===== src/rtl/if_fetch_stage.sv =====
// if_fetch_stage: owns the PC, fetches over a req/ack handshake and feeds the IF/ID register,
// with a one-entry skid buffer for responses that land while the pipeline is stalled.
module if_fetch_stage #(
  parameter logic [31:0] RESET_PC = 32'h0,
  parameter int unsigned PC_STEP  = 4
) (
  input  logic        clk,
  input  logic        reset_n,
  input  logic        freeze,
  input  logic        sram_ready,
  input  logic        branch_taken,
  input  logic [31:0] branch_addr,
  output logic        imem_req,
  output logic [31:0] imem_addr,
  input  logic        imem_ack,
  input  logic [31:0] imem_rdata,
  output logic        inst_valid,
  output logic [31:0] instruction,
  output logic [31:0] pc_out
);
  localparam logic [1:0] IDLE  = 2'd0;
  localparam logic [1:0] FETCH = 2'd1;
  localparam logic [1:0] SKID  = 2'd2;
  localparam logic [1:0] DRAIN = 2'd3;
  logic [1:0]  state_q, state_d;
  logic [31:0] pc_q, pc_d, instr_q, instr_d, pc_out_q, pc_out_d;
  logic [31:0] skid_instr_q, skid_instr_d, skid_pc_q, skid_pc_d, target_q, target_d;
  logic        valid_q, valid_d;
  logic        stall, slot_free;
  logic [31:0] pc_inc;
  assign stall     = freeze | ~sram_ready;
  assign slot_free = ~valid_q | ~stall;
  assign pc_inc    = pc_q + 32'(PC_STEP);
  always_comb begin
    state_d      = state_q;
    pc_d         = pc_q;
    valid_d      = valid_q & stall;
    instr_d      = instr_q;
    pc_out_d     = pc_out_q;
    skid_instr_d = skid_instr_q;
    skid_pc_d    = skid_pc_q;
    target_d     = target_q;
    case (state_q)
      IDLE: state_d = FETCH;
      FETCH: begin
        if (imem_ack && branch_taken) begin
          pc_d = branch_addr;
        end else if (imem_ack && slot_free) begin
          instr_d  = imem_rdata;
          pc_out_d = pc_inc;
          valid_d  = 1'b1;
          pc_d     = pc_inc;
        end else if (imem_ack) begin
          skid_instr_d = imem_rdata;
          skid_pc_d    = pc_inc;
          pc_d         = pc_inc;
          state_d      = SKID;
        end else if (branch_taken) begin
          target_d = branch_addr;
          state_d  = DRAIN;
        end
      end
      SKID: begin
        if (branch_taken) begin
          pc_d    = branch_addr;
          state_d = FETCH;
        end else if (slot_free) begin
          instr_d  = skid_instr_q;
          pc_out_d = skid_pc_q;
          valid_d  = 1'b1;
          state_d  = FETCH;
        end
      end
      default: begin
        // the old request must complete before the redirect target can be issued
        target_d = branch_taken ? branch_addr : target_q;
        if (imem_ack) begin
          pc_d    = branch_taken ? branch_addr : target_q;
          state_d = FETCH;
        end
      end
    endcase
    if (branch_taken) valid_d = 1'b0;
  end
  always_ff @(posedge clk or negedge reset_n) begin
    if (!reset_n) begin
      state_q      <= IDLE;
      pc_q         <= RESET_PC;
      valid_q      <= 1'b0;
      instr_q      <= '0;
      pc_out_q     <= '0;
      skid_instr_q <= '0;
      skid_pc_q    <= '0;
      target_q     <= '0;
    end else begin
      state_q      <= state_d;
      pc_q         <= pc_d;
      valid_q      <= valid_d;
      instr_q      <= instr_d;
      pc_out_q     <= pc_out_d;
      skid_instr_q <= skid_instr_d;
      skid_pc_q    <= skid_pc_d;
      target_q     <= target_d;
    end
  end
  assign imem_req    = (state_q == FETCH) || (state_q == DRAIN);
  assign imem_addr   = pc_q;
  assign inst_valid  = valid_q;
  assign instruction = instr_q;
  assign pc_out      = pc_out_q;
endmodule


===== config.mk =====
export PLATFORM = sky130hd
export DESIGN_NAME = if_fetch_stage
export DESIGN_NICKNAME = d
export VERILOG_FILES = /design/src/rtl/if_fetch_stage.sv
export SDC_FILE = /design/constraint.sdc
export NUM_CORES = 1
export LEC_CHECK = 0
export CAP_MARGIN = 20
export CORE_ASPECT_RATIO = 0.9
export CORE_UTILIZATION = 50
export DETAILED_ROUTE_END_ITERATION = 10
export GPL_TIMING_DRIVEN = 0
export PLACE_DENSITY = 0.77
export RECOVER_POWER = 100
export SYNTH_ARGS = -nofsm -noshare
export SYNTH_HDL_FRONTEND = slang
export SYNTH_SLANG_ARGS = --single-unit

===== constraint.sdc =====
create_clock -name clk -period 5.1 [get_ports clk]
set_input_delay 0.51 -clock clk [delete_from_list [all_inputs] [get_ports clk]]
set_output_delay 0.51 -clock clk [all_outputs]
set_load 0.03 [all_outputs]

==> run summary <==
RSZ-0062 raised after global routing - false
wire per inst - 20.45 microns
Peak VDD IR - 349.5 uV
PD cells - 621.3 nW/um^2
NetSw - 3.480 mW
DRT Wirelength - 29060 microns
dpl hpwl - 21290 microns
register area - 4880 sq um
synth warn - 0
Slew HR - -136.4%
CTS sink count - 195
Mapped Cells - 970
Via density - 6.052
drt pass-1 iters - 5
largest net degree at the start of global routing - 74
max-cap viol count - 1
Period minus WS final - 3406 ps
aggregate global routing overflow - 0
Total Power - 7.853 mW
CP required - 5440 ps
Worst-path clk slew - 80 ps
Synth cell types - 74
fin cells - 1421
worst slew pin tran - 3546 ps
Final Setup Violations - 0
Seq/Total Area, Yosys - 48.94%
CTS tree - built
Fin Clk Skew - 16.86 ps
kind of critical path - reg2reg
antenna violations before repair - 0
syn_nets - 1045
Clock Power Share - 18.4%
initial core utilization - 51.56%
Max Slew Vio Count - 61
r2r setup slk - 1690 ps
die area - 20510 sq um
# IOs - 168
failing checks - capacitance limit, slew limit
P_leak - 5.366 nW
core area - 19340 sq um
fmax - 293.6 MHz
Net Sw Frac - 44.31%
main combinational cell family by area after synthesis - multiplexers
mux contribution to synthesized area - 15.16%
Rows - 48
critical path launch point type - flop
ys flop type - dfrtp_1
Post-synth ARST share - 100.0%
PostCTS Resize Cnt - 0
post-synthesis register bit count - 195
most common cell in the synthesized netlist - dfrtp_1
CP endpoint kind - flop
# nets final - 1233
Logic pwr share - 47.3%
DR vias - 8600
first-pass GRT wire length - 45650 microns
Die Span Y - 136.0 microns
area delta synth->final - 26.75%
Post-CTS Hold Buffers - 0
root buffer cell - clkbuf_16
global placer's final weighted congestion - 0.9792
ranking of synthesized cells by area - dfrtp_1, mux2_2, mux2i_1, o21ai_0, nand2_1
total CTS buffers - 17
Post-synth EDFFs - 0
ANT nets after route - 0
Cells after DPL - 1389
GRT Overall Usage - 29.30%
Final Util - 65.35%
Compound-Gate Fraction of Synth Area - 15.12%
Commonest cells post-synth - dfrtp_1, nand2_1, o21ai_0
synthesized area - 9971 sq um
largest area contributor in the netlist - dfrtp_1
Flop pwr share - 34.4%
Clock Tree Buf Depth - 2
Adder-Cell Fraction of Synth Area - 0.6274%
PortBufs - 166
status - complete, but fails checks
Die W - 150.9 microns
post-synthesis simple-gate area fraction - 14.41%
worst-path maximum fanout - 10
layout cells sized above 1 - 13.75%
Avg Inst Size Synth - 10.28 sq um
hold_ws - 476.1 ps
share of the synthesized area in the top cell type - 48.94%
First DRT Iteration DRCs - 728
Final Hold Viols - 0
Multi-input gate area - 4684 sq um
XOR/XNOR Fraction of Synth Area - 1.669%
TNS Setup - 0 ps
DRC viols - 0
Pint - 4.373 mW
number of global-route vias before repair - 8473
WP data arrival - 3740 ps
post-CTS setup buffers - 0
Final Cycle Share - 66.79%
diodes inserted - 0
Hold WC Path Type - reg2reg
Worst-Skew Late Latency - 450 ps
fill cell instance count of the final layout - 1535
# H-tree levels - 4
[worst max-delay path, cell delays in order (launching register included)]
cell and delay, ps:
dfrtp_1 460, inv_1 120, ha_1 200, clkbuf_1 360, a21boi_0 700, clkbuf_1 500
clkbuf_1 530, a221oi_1 160, a311oi_1 270
[worst paths after layout]
kind	from	endpoint	depth (start not counted)
max reg2reg	state_q[1]	imem_addr[13]	8
min	pc_out[8]	pc_out[8]	2
max	state_q[1]	imem_addr[13]	8
min reg2reg	pc_out[8]	pc_out[8]	2
max in group asynchronous	reset_n	pc_out[1]	1
min in group asynchronous	reset_n	pc_out[22]	1
[per-layer routing]
layer  share of wire, %  vias to the layer above  routed length (microns)  global-route usage [%]
li1                   -                     3947                        -                       -
met2                 45                      393                    13020                   44.16
met3                8.7                       58                     2523                   6.577
met4                2.7                        0                      790                   10.06
met1                 44                     4202                    12720                   41.53
met5                  0                        -                        0                       0
[kinds of logic after synthesis]
family                   Yosys count
flip-flops                       195
AND/OR/NAND/NOR                  280
adder cells (fa/ha/maj)            5
buffers and inverters             95
multiplexers                     141
AO/OA/AOI/OAI                    235
XOR/XNOR                          19
[cells in the final DEF, fill, tap and decap left out, types with 4 or more instances in the layout]
cell and count:
nor4_1 11, a21oi_1 38, a21o_1 5, a311oi_1 6, or4_1 8, buf_2 24, xor2_1 10, dlygate4sd3_1 98
ha_1 5, clkbuf_16 17, clkbuf_1 53, dfrtp_1 195, nor2b_1 7, o2bb2ai_1 4, nor2_1 56, clkinv_8 6
clkdlybuf4s50_1 67, a211oi_1 8, mux2_2 79, nor3_1 14, and3_1 6, xnor2_1 9, and2_1 6, mux2i_1 61
nand4_1 14, o211ai_1 10, o21ai_0 93, a31oi_1 13, nand3_1 26, o31ai_1 9, a221oi_1 15, inv_8 4
nand2_1 101, inv_1 14
[final cells by class]
class / instances / area share (%)
Tap cell: 250 / 2.475
Clock inverter: 15 / 1.762
Timing Repair Buffer: 169 / 13.56
Sequential cell: 195 / 38.61
Clock buffer: 17 / 3.366
Buffer: 81 / 2.742
Multi-Input combinational cell: 680 / 37.07
Inverter: 14 / 0.4158
[flip-flops by register name (all words and copies together) (netlist names)]
register / flops
skid_instr_q: 32
target_q: 32
inst_valid: 1
skid_pc_q: 32
state_q: 2
imem_addr: 32
pc_out: 32
instruction: 32
[power groups by stage]
stage               logic (mW)  registers [mW]  clock network (mW)
finish                    3.71            2.70                1.44
detailed placement        3.81            2.72                   0
global placement          3.72            2.69                   0
CTS                       3.83            2.70                1.46
global route              4.00            2.78                1.52
floorplan                 1.73            3.29                   0
[per-stage QoR]
stage	cell area [sq um]	setup slack, ps
4_1_cts	12660	2254
3_5_place_dp	12010	2132
5_1_grt	12640	1096
6_report	12640	1694
2_1_floorplan	9971	2853
3_3_place_gp	11950	-4672
No activity file was read; power rests on OpenSTA's default activity.
